File: src/rtl/bin_to_bcd_if.sv
// Request/result bundle for the binary-to-BCD converter.
// master drives the request. slave is the converter, which returns status and digits.
interface bin_to_bcd_if #(
  parameter int BIN_W = 20
) ();
  logic             start;
  logic [BIN_W-1:0] bin;
  logic             busy;
  logic             done;
  logic             overflow;
  logic [3:0]       ones;
  logic [3:0]       tens;
  logic [3:0]       hundreds;
  logic [3:0]       thousands;
  logic [3:0]       ten_thousands;
  logic [3:0]       hun_thousands;

  modport master (
    output start, bin,
    input  busy, done, overflow,
    input  ones, tens, hundreds, thousands, ten_thousands, hun_thousands
  );

  modport slave (
    input  start, bin,
    output busy, done, overflow,
    output ones, tens, hundreds, thousands, ten_thousands, hun_thousands
  );
endinterface

File: src/rtl/bin_to_bcd.sv
// Sequential double-dabble converter. It takes one bit per clock.
// An accepted start is followed by BIN_W shift steps and then one DONE cycle that
// publishes the result. Values above 999_999 saturate the digits to all 9s and set overflow.
module bin_to_bcd #(
  parameter int BIN_W = 20
) (
  input  logic       clk,
  input  logic       KEY2,
  bin_to_bcd_if.slave bus
);
  localparam int CNT_W = $clog2(BIN_W + 1);
  localparam int WK_W  = 24;

  typedef enum logic [1:0] {IDLE, SHIFT, DONE} state_t;

  state_t             state, state_nxt;
  logic [BIN_W-1:0]   sreg;
  logic [WK_W-1:0]    work;
  logic [CNT_W-1:0]   cnt;
  logic               ovf_cap;
  logic [WK_W-1:0]    digits_q;
  logic               ovf_q;
  logic               done_q;

  logic               capture, step, load, busy;
  logic [WK_W-1:0]    corr;
  logic [WK_W+BIN_W-1:0] shifted;
  logic               last_step;
  logic               bin_big;

  assign last_step = (cnt == CNT_W'(BIN_W - 1));
  // Zero-extend so the compare is legal at every supported width. Below 20 bits it can never be true.
  assign bin_big   = ({{(32-BIN_W){1'b0}}, bus.bin} > 32'd999_999);

  // Double-dabble correction: add 3 to every nibble >= 5, then shift {work, sreg} left by one bit.
  always_comb begin
    corr = work;
    for (int i = 0; i < WK_W/4; i++) begin
      if (work[i*4 +: 4] >= 4'd5) corr[i*4 +: 4] = work[i*4 +: 4] + 4'd3;
    end
    shifted = {corr[WK_W-2:0], sreg, 1'b0};
  end

  // State register.
  always_ff @(posedge clk or negedge KEY2) begin
    if (!KEY2) state <= IDLE;
    else       state <= state_nxt;
  end

  // Next-state logic.
  always_comb begin
    state_nxt = state;
    case (state)
      IDLE:    if (bus.start) state_nxt = SHIFT;
      SHIFT:   if (last_step) state_nxt = DONE;
      DONE:    state_nxt = IDLE;
      default: state_nxt = IDLE;
    endcase
  end

  // Decoded controls. start is only honoured in IDLE, so requests while busy are dropped.
  always_comb begin
    capture = (state == IDLE) && bus.start;
    step    = (state == SHIFT);
    load    = (state == DONE);
    busy    = (state != IDLE);
  end

  // Working datapath: capture, step, and latch the overflow flag from the captured value.
  always_ff @(posedge clk or negedge KEY2) begin
    if (!KEY2) begin
      sreg    <= '0;
      work    <= '0;
      cnt     <= '0;
      ovf_cap <= 1'b0;
    end else if (capture) begin
      sreg    <= bus.bin;
      work    <= '0;
      cnt     <= '0;
      ovf_cap <= bin_big;
    end else if (step) begin
      {work, sreg} <= shifted;
      cnt          <= cnt + 1'b1;
    end
  end

  // Result registers. They change only on the DONE edge, so intermediate values never reach the outputs.
  always_ff @(posedge clk or negedge KEY2) begin
    if (!KEY2) begin
      digits_q <= '0;
      ovf_q    <= 1'b0;
      done_q   <= 1'b0;
    end else begin
      done_q <= load;
      if (load) begin
        ovf_q    <= ovf_cap;
        digits_q <= ovf_cap ? 24'h999999 : work;
      end
    end
  end

  assign bus.busy          = busy;
  assign bus.done          = done_q;
  assign bus.overflow      = ovf_q;
  assign bus.ones          = digits_q[3:0];
  assign bus.tens          = digits_q[7:4];
  assign bus.hundreds      = digits_q[11:8];
  assign bus.thousands     = digits_q[15:12];
  assign bus.ten_thousands = digits_q[19:16];
  assign bus.hun_thousands = digits_q[23:20];
endmodule
File: src/flat_wrapper.sv
// flat-port wrapper written by rule: the top's interface ports become plain ports
module bin_to_bcd_flat 
#(
  parameter int BIN_W = 20
)
  (clk, KEY2, bus_start, bus_bin, bus_busy, bus_done, bus_overflow, bus_ones, bus_tens, bus_hundreds, bus_thousands, bus_ten_thousands, bus_hun_thousands);
  bin_to_bcd_if #(.BIN_W(BIN_W)) bus_i ();
  input  logic clk;
  input  logic KEY2;
  input wire logic [$bits(bus_i.start)-1:0] bus_start;
  input wire logic [$bits(bus_i.bin)-1:0] bus_bin;
  output wire logic [$bits(bus_i.busy)-1:0] bus_busy;
  output wire logic [$bits(bus_i.done)-1:0] bus_done;
  output wire logic [$bits(bus_i.overflow)-1:0] bus_overflow;
  output wire logic [$bits(bus_i.ones)-1:0] bus_ones;
  output wire logic [$bits(bus_i.tens)-1:0] bus_tens;
  output wire logic [$bits(bus_i.hundreds)-1:0] bus_hundreds;
  output wire logic [$bits(bus_i.thousands)-1:0] bus_thousands;
  output wire logic [$bits(bus_i.ten_thousands)-1:0] bus_ten_thousands;
  output wire logic [$bits(bus_i.hun_thousands)-1:0] bus_hun_thousands;
  assign bus_i.start = bus_start;
  assign bus_i.bin = bus_bin;
  assign bus_busy = bus_i.busy;
  assign bus_done = bus_i.done;
  assign bus_overflow = bus_i.overflow;
  assign bus_ones = bus_i.ones;
  assign bus_tens = bus_i.tens;
  assign bus_hundreds = bus_i.hundreds;
  assign bus_thousands = bus_i.thousands;
  assign bus_ten_thousands = bus_i.ten_thousands;
  assign bus_hun_thousands = bus_i.hun_thousands;
  bin_to_bcd #(.BIN_W(BIN_W)) u_core (.clk(clk), .KEY2(KEY2), .bus(bus_i));
endmodule
File: config.mk
export PLATFORM = sky130hd
export DESIGN_NAME = bin_to_bcd_flat
export DESIGN_NICKNAME = d
export VERILOG_FILES = /design/src/rtl/bin_to_bcd_if.sv /design/src/rtl/bin_to_bcd.sv /design/src/flat_wrapper.sv
export SDC_FILE = /design/constraint.sdc
export NUM_CORES = 1
export LEC_CHECK = 0
export BUFFER_PORTS_ARGS = -buffer_cell sky130_fd_sc_hd__clkbuf_2
export CORE_MARGIN = 10
export CORE_UTILIZATION = 52
export DETAILED_ROUTE_END_ITERATION = 10
export PLACE_DENSITY = 0.84
export SLEW_MARGIN = 10
export SYNTH_ARGS = -nofsm -noshare
export SYNTH_HDL_FRONTEND = slang
export SYNTH_SLANG_ARGS = --single-unit
export TNS_END_PERCENT = 1
File: constraint.sdc
create_clock -name clk -period 1.4 [get_ports clk]
set_input_delay 0.14 -clock clk [delete_from_list [all_inputs] [get_ports clk]]
set_output_delay 0.14 -clock clk [all_outputs]
set_load 0.05 [all_outputs]
Word level (Yosys, flattened, before mapping)
Index checks and enable logic that the tools add are counted.
{"block": "word_totals", "output_inout_bits": 27, "elab_cells": 48, "register_bits": 78}
{"block": "op_classes", "mux": 16, "eq_ne": 5, "reduce_logical": 5, "add_sub_neg": 7, "magnitude_cmp": 7}
{"cell": "$mux W24", "n": 3}
{"cell": "$mux W20", "n": 2}
{"cell": "$ge A4 B3 Y1 const B", "n": 6}
{"cell": "$add A4 B2 Y4 const B", "n": 5}
{"cell": "$gt A20 B20 Y1 const B", "n": 1}
{"cell": "$mux W4", "n": 5}
{"cell": "$mux W5", "n": 2}
{"cell": "$add A5 B1 Y5 const B", "n": 1}
{"cell": "$eq A5 B5 Y1 const B", "n": 1}
{"cell": "$mux W2", "n": 2}
{"cell": "$ne A2 B2 Y1 const B", "n": 2}
{"cell": "$pmux W2 S2", "n": 1}
{"cell": "$reduce_bool A2 Y1", "n": 2}
{"cell": "$add A3 B2 Y3 const B", "n": 1}
{"cell": "$mux W3", "n": 1}
{"cell": "$eq A2 B1 Y1 const B", "n": 1}
{"cell": "$eq A2 B2 Y1 const B", "n": 1}
{"cell": "$logic_not A2 Y1", "n": 1}
{"cell": "$reduce_and A2 Y1", "n": 1}
{"cell": "$logic_and A1 B1 Y1", "n": 1}

Depth between registers and ports, before layout
Gate-level depths: netlist of the first run.
{"block": "depth", "depth_word": 4, "mapped_depth": 6}

Least setup slack after synthesis of the first run
Ideal clock, no wire load.
{"block": "synth_path", "kind": "reg-to-reg", "start": "reg u_core.work[4]", "end": "reg u_core.work[5]", "path_stages_with_launch": 7, "period_less_slack_ns": 1.352, "setup_ns": 0.126, "slack_ns": 0.048, "path_buffers": 0, "arrival_ns": 1.227, "cell_sequence": "dfrtp_1 -> inv_1 -> ha_1 -> nand2b_1 -> a21oi_1 -> xnor2_1 -> o22ai_1"}
{"block": "synth_via", "elab_chain_cells": 4}
{"item": "start, declared", "line_no": "bin_to_bcd.sv:18", "rtl": "logic [WK_W-1:0] work;"}
{"item": "start signal, assigned", "line_no": "bin_to_bcd.sv:82", "rtl": "{work, sreg} <= shifted;"}
{"item": "$add A4 B2 Y4 or $ge A4 B3 Y1 (tied branches)", "line_no": "bin_to_bcd.sv:39", "rtl": "if (work[i*4 +: 4] >= 4'd5) corr[i*4 +: 4] = work[i*4 +: 4] + 4'd3;"}
{"item": "$mux W4 *", "line_no": "bin_to_bcd.sv:39"}
{"item": "$mux W24 *", "line_no": "bin_to_bcd.sv:81", "rtl": "end else if (step) begin"}
{"item": "$mux W24 *", "line_no": "bin_to_bcd.sv:76", "rtl": "end else if (capture) begin"}
Every way passes the cells marked *; elsewhere a longest branch is shown, timed or not. The select of a mux whose other input is x is not followed.
A chain may end at the register's enable or synchronous reset.

Final worst setup path of the first run
{"block": "layout_path", "start": "reg u_core.state[1]", "end": "out bus_busy"}
{"block": "layout_via", "elab_chain_cells": 1}
{"item": "start, declared", "line_no": "bin_to_bcd.sv:16", "rtl": "state_t state, state_nxt;"}
{"item": "start signal, assigned", "line_no": "bin_to_bcd.sv:47", "rtl": "else state <= state_nxt;"}
{"item": "$reduce_bool A2 Y1", "line_no": "bin_to_bcd.sv:66", "rtl": "busy = (state != IDLE);"}
{"item": "end, declared", "line_no": "flat_wrapper.sv:12", "rtl": "output wire logic [$bits(bus_i.busy)-1:0] bus_busy;"}
Every way passes these cells.

==> flow_summary_export.csv, run 1 <==
group,metric,value,unit
run_status,outcome,"complete, but fails checks",
run_status,violations,"setup timing",
floorplanning,dieHeight,106,um
setup_path,worstSetupStartpointType,"flip-flop",
floorplanning,io_pins,50,
detailed_routing,drt_iter0_markers,200,
sta,finClkSkew,0.00873,ns
sta,max-slew-margin-rel,68.0,%
sta,final_max_slew_viol_count,0,
logic_synthesis,yosysMostFrequentCell,"dfrtp_1",
grt,grt_usage,16.7,%
setup_path,worstPathArrival,1.31,ns
pwr,leakage,2.20,nW
floorplanning,initial_core_util,53.3,%
logic_synthesis,synth_top_cell_area_share,50.5,%
setup_path,cp-end-kind,"output pin",
setup_path,r2r_cells,4,
place,place.gp.congestion,0.807,
sta,period_share,104,%
setup_path,r2r_slack,-0.01,ns
detailed_routing,drc,0,
place,post-dp-hpwl,6310,um
logic_synthesis,yosysWarnings,0,
logic_synthesis,ys_ff_latch,78,
sta,max_freq,688,MHz
setup_path,r2r_start,"u_core.state[1]$_DFFE_PN0P_",
logic_synthesis,synth_top_area_cell,"dfrtp_1",
detailed_routing,via_per_inst,5.74,
sta,rsz0062_at_grt,"yes",
logic_synthesis,synthTopCellsByArea,"dfrtp_1 51%, o21ai_0 5.4%, ha_1 4.2%",
grt,grt_pass1_vias,3313,
floorplanning,num_rows,31,
place,portBuffers,49,
floorplanning,core-area,7250,um2
clock_tree,clk_path_buf_depth,2,
setup_path,r2r_end,"u_core.bus.overflow$_DFFE_PN0P_",
clock_tree,h-tree-depth,3,
layout,layout-drive-gt1-share,32.6,%
setup_path,cp_slowest_cell,"dfrtp_2",
layout,final_area,4880,um2
detailed_routing,routed_wl,9220,um
clock_tree,cts-root-buf,"clkbuf_8",
worst_hold_path,hold-path-cell-count,2,
layout,syn_to_final_growth,26.3,%
grt,antenna_found_initial,0,
sta,setup_slack,-0.0538,ns
run,maxCapViolCount,0,
logic_synthesis,netlist_area,3860,um2
setup_path,cp_cell_sequence,"buf_6, or2_4, clkbuf_16",
pwr,powerDensity,2220,nW/um2
logic_synthesis,synthArstFlopShare,100,%
logic_synthesis,syn-num-nets,418,
pwr,ir_worst_vdd,1280,uV
setup_path,critPathKind,"reg -> out",
setup_path,cpPeakStageDelay,0.43,ns
detailed_routing,drt.antenna.violating_nets,0,
grt,use_met1,19.9,%
clock_tree,cts_sinks,78,
logic_synthesis,syn_inst,382,
logic_synthesis,synthTopCellsByCount,"78 x dfrtp_1, 42 x o21ai_0, 37 x nand2_1, 23 x a21oi_1, 20 x nor2b_1",
place,place_area,4440,um2
logic_synthesis,synthFlopType,"dfrtp_1",
grt,grt_max_degree,46,
layout,multi_input_area,1880,um2
worst_hold_path,hold_end,"u_core.sreg[0]$_DFFE_PN0P_",
grt,grt_pass1_wl,15700,um
layout,fin_nets,494,
floorplanning,dieArea,11300,um2
floorplanning,die_w,106,um
grt,gr-usage-met2,27.5,%
detailed_routing,first_pass_iters,4,
setup_path,cp.required,1.26,ns
detailed_routing,routedWlPerCell,16.4,um
sta,hold_viol,0,
logic_synthesis,synth_cell_types,40,
sta,fin_hold_ws,0.0247,ns
grt,met3_usage,5.98,%
worst_hold_path,min_path_type,"in -> reg",
logic_synthesis,synth_edf_count,0,
logic_synthesis,syn_area_per_cell,10.1,um2
grt,overflow,0,
worst_hold_path,holdCritStartpoint,"bus_bin[0]",
grt,grt_busiest_layer,"met2",
setup_path,crit_path_max_fanout,2,
clock_tree,clkLatencyLatePin,0.35,ns
sta,tightestPinTransition,0.480,ns
clock_tree,cts_made_buffers,9,
layout,register_area,1950,um2
layout,fillCellCount,553,
logic_synthesis,seq_area_frac_synth,50.5,%
sta,finalSetupViolCount,2,
detailed_routing,vias,3226,
layout,num_antenna_cells,0,
layout,fin_util,67.3,%
clock_tree,cts_tree,"yes",
clock_tree,path_clk_slew,0.08,ns
sta,min_period,1.45,ns
## metrics by stage
step	instances	TNS (ns)	setup slack [ns]	power [mW]
floorplan	382	0	0.0477	6.90
global route	562	-0.425	-0.0699	11.5
CTS	558	-0.0947	-0.0681	10.4
global placement	540	0	0.0232	8.16
detailed placement	540	-0.224	-0.0723	8.41
finish	562	-0.0684	-0.0538	10.8
## final cells by class
| cell class | count | area share [%] |
|---|---|---|
| clock buffers | 10 | 2.62 |
| clock inverters | 6 | 1.44 |
| inverters | 13 | 1.00 |
| multi-input cells | 264 | 38.6 |
| flip-flops and latches | 78 | 40.1 |
| well taps | 99 | 2.54 |
| repair buffers | 92 | 13.8 |
## cell families (layout without fill, tap and decap cells)
kind of cell	after synthesis	after routing	share of synthesized area, %
AOI/OAI and AO/OA	130	130	23.2
and+or+nand+nor	108	108	13.9
DFF	78	78	50.5
buffers and inverters	40	121	5.09
adders and majority gates	13	13	4.21
xor gates and xnor gates	12	12	2.72
muxes	1	1	0.292
## layout by cell type (no fill, tap or decap), drive strengths merged, types with 14 or more instances in the layout
master / n
a22oi: 19
nand2: 37
dfrtp: 78
nor2: 17
a21oi: 26
nor2b: 21
buf: 43
inv: 14
o21ai: 46
nand2b: 15
clkbuf: 58
## sequential cells by signal, indices dropped and copies added, names as in the netlist
| register | count |
|---|---|
| u_core.bus.done | 1 |
| u_core.bus.overflow | 1 |
| u_core.cnt | 5 |
| u_core.digits_q | 24 |
| u_core.ovf_cap | 1 |
| u_core.sreg | 20 |
| u_core.state | 2 |
| u_core.work | 24 |
## layer usage
metal,up-vias,routed length [um]
met1,1579,3910
li1,1511,-
met3,14,723
met5,-,0
met4,0,112
met2,122,4470
## where the power goes
part | switching, mW | internal, mW
Sequential | 0.795 | 3.03
Combinational | 2.91 | 2.41
Clock | 0.854 | 0.832
## worst max-delay path, delay by kind of cell, from the launching register on
kind	cells	cell delay (ns)
AND/OR/NAND/NOR	1	0.23
buffers and inverters	2	0.29
flip-flops	1	0.43
## how the worst max path moves through the flow
stage          cells after the start                         from                         end
5_1_grt                            3  u_core.state[1]$_DFFE_PN0P_                    bus_busy
4_1_cts                            3  u_core.state[1]$_DFFE_PN0P_                    bus_busy
3_5_place_dp                       6   u_core.work[5]$_DFFE_PN0P_  u_core.work[5]$_DFFE_PN0P_
6_report                           3  u_core.state[1]$_DFFE_PN0P_                    bus_busy
3_3_place_gp                       6   u_core.work[5]$_DFFE_PN0P_  u_core.work[5]$_DFFE_PN0P_
2_1_floorplan                      6   u_core.work[4]$_DFFE_PN0P_  u_core.work[5]$_DFFE_PN0P_
## timing repair
item,in CTS,in global routing
gates resized for setup,19,26
buffers inserted,1,4
hold buffers,1,0
endpoints found under the setup margin,14,34
pin swaps,3,7
endpoints found under the hold margin,32,0
Power figures use the tool's default switching activity.
==> inputs of run 2 (changes only) <==
Settings changed: PLACE_DENSITY 0.84 to 0.77.
==> flow_summary_export.csv, run 2 (synthesis gave the netlist of run 1 again) <==
group,metric,value,unit
run_status,outcome,"completed",
clock_tree,clkLatencyLatePin,0.36,ns
sta,hold_viol,0,
detailed_routing,drc,0,
grt,antenna_found_initial,0,
clock_tree,cts_made_buffers,9,
sta,period_share,98.4,%
layout,syn_to_final_growth,25.1,%
clock_tree,cts_tree,"yes",
grt,gr-usage-met2,25.8,%
detailed_routing,drt_iter0_markers,137,
floorplanning,initial_core_util,53.3,%
sta,max-slew-margin-rel,70.9,%
sta,tightestPinTransition,0.436,ns
pwr,powerDensity,2190,nW/um2
floorplanning,dieArea,11300,um2
detailed_routing,routedWlPerCell,15.8,um
setup_path,critPathKind,"reg -> reg",
pwr,power.total,10.6,mW
layout,num_antenna_cells,0,
layout,reg_top3,"u_core.digits_q (24), u_core.work (24), u_core.sreg (20)",
floorplanning,core-area,7250,um2
place,place_ws,-0.0470,ns
setup_path,cp.required,1.63,ns
pwr,ir_worst_vdd,1000,uV
floorplanning,io_pins,50,
sta,rsz0062_at_grt,"yes",
clock_tree,cts_sinks,78,
grt,use_met1,20.7,%
sta,max_freq,726,MHz
pwr,leakage,2.19,nW
detailed_routing,routed_wl,8980,um
run,maxCapViolCount,0,
worst_hold_path,hold_end,"u_core.sreg[5]$_DFFE_PN0P_",
grt,grt_busiest_layer,"met2",
grt,met3_usage,4.23,%
floorplanning,num_rows,31,
sta,finClkSkew,0.0106,ns
detailed_routing,drt.antenna.violating_nets,0,
setup_path,cp_slowest_cell,"dfrtp_1",
sta,finalSetupViolCount,0,
place,post-dp-hpwl,6130,um
layout,layout-drive-gt1-share,31.4,%
setup_path,cpPeakStageDelay,0.41,ns
clock_tree,clk_path_buf_depth,2,
setup_path,worstPathArrival,1.61,ns
setup_path,r2r_slack,0.02,ns
sta,setup_slack,0.0219,ns
floorplanning,die_w,106,um
detailed_routing,via_per_inst,5.56,
place,place.gp.congestion,0.800,
layout,final_common_cell,"dfrtp_1",
setup_path,worstPathBufferInverterCount,1,
setup_path,r2r_start,"u_core.work[17]$_DFFE_PN0P_",
layout,multi_input_area,1810,um2
grt,grt_pass1_wl,15400,um
setup_path,cp_cell_sequence,"inv_2, ha_1, nand2b_4, a21oi_4, xnor2_1, o22ai_1",
setup_path,r2r_end,"u_core.work[17]$_DFFE_PN0P_",
detailed_routing,first_pass_iters,5,
sta,min_period,1.38,ns
setup_path,crit_path_max_fanout,4,
worst_hold_path,holdCritStartpoint,"bus_bin[5]",
detailed_routing,vias,3154,
setup_path,r2r_cells,6,
layout,fillCellCount,558,
clock_tree,path_clk_slew,0.08,ns
grt,grt_pass1_vias,3237,
worst_hold_path,min_path_type,"in -> reg",
clock_tree,h-tree-depth,3,
place,portBuffers,49,
layout,mostFrequentLayoutCells,"76 x dfrtp_1, 47 x clkbuf_2, 41 x buf_4",
layout,fin_nets,499,
grt,grt_max_degree,42,
setup_path,cp-end-kind,"flip-flop",
floorplanning,dieHeight,106,um
setup_path,cp_top_family,"flip-flops",
setup_path,worstSetupStartpointType,"flip-flop",
grt,overflow,0,
worst_hold_path,hold-path-cell-count,3,
grt,grt_usage,16.3,%
clock_tree,cts-root-buf,"clkbuf_8",
sta,final_max_slew_viol_count,0,
layout,register_area,1950,um2
-- run 2: how the worst max path moves through the flow --
stage | slack [ns] | start | cells after the start | to
after floorplan | 0.05 | u_core.work[4]$_DFFE_PN0P_ | 6 | u_core.work[5]$_DFFE_PN0P_
after global placement | 0.02 | u_core.work[4]$_DFFE_PN0P_ | 5 | u_core.work[5]$_DFFE_PN0P_
after detailed placement | -0.05 | u_core.work[0]$_DFFE_PN0P_ | 6 | u_core.work[2]$_DFFE_PN0P_
after CTS | -0.06 | u_core.state[0]$_DFFE_PN0P_ | 2 | bus_busy
after global routing | -0.07 | u_core.work[1]$_DFFE_PN0P_ | 6 | u_core.work[1]$_DFFE_PN0P_
final | 0.02 | u_core.work[17]$_DFFE_PN0P_ | 6 | u_core.work[17]$_DFFE_PN0P_
-- run 2: metal layers --
| metal | wire length [um] | up-vias |
|---|---|---|
| li1 | - | 1519 |
| met3 | 514 | 7 |
| met5 | 0 | - |
| met2 | 4360 | 81 |
| met4 | 102 | 0 |
| met1 | 4000 | 1547 |
-- run 2: repair_timing --
item / CTS / global route
endpoints found under the hold margin: 31 / 0
pin swaps: 1 / 9
gates resized for setup: 9 / 23
cloned: 0 / 0
buffers inserted: 2 / 4
endpoints found under the setup margin: 8 / 19
hold buffers: 2 / 0
-- run 2: per-stage QoR --
stage / instance area (um2) / util, % / TNS (ns) / cells / hold WS [ns]
final: 4830 / 66.6 / 0 / 567 / 0.0737
after global routing: 4830 / 66.6 / -0.281 / 567 / 0.0875
after CTS: 4740 / 65.3 / -0.0596 / 563 / 0.0649
after detailed placement: 4460 / 61.5 / -0.0967 / 543 / 0.113
after global placement: 4460 / 61.5 / 0 / 543 / 0.113
after floorplan: 3860 / - / 0 / 382 / -0.156
-- run 2: area by class of cell --
class	count	area share, %
repair buffers	97	14.4
clock inverters	5	1.22
multi-input cells	264	37.4
inverters	13	1.01
clock buffers	11	2.93
flip-flops and latches	78	40.4
well taps	99	2.56
-- run 2: report_power, final --
group | internal [mW] | switching [mW] | total (mW) | leakage (nW)
logic | 2.28 | 2.81 | 5.10 | 1.06
registers | 3.03 | 0.731 | 3.76 | 1.03
clock network | 0.873 | 0.839 | 1.71 | 0.0955
total | 6.18 | 4.38 | 10.6 | 2.19
-- run 2: worst min-delay path: stages --
cell and delay (ns):
clkbuf_2 0.07, a21oi_1 0.05, o21ai_0 0.13
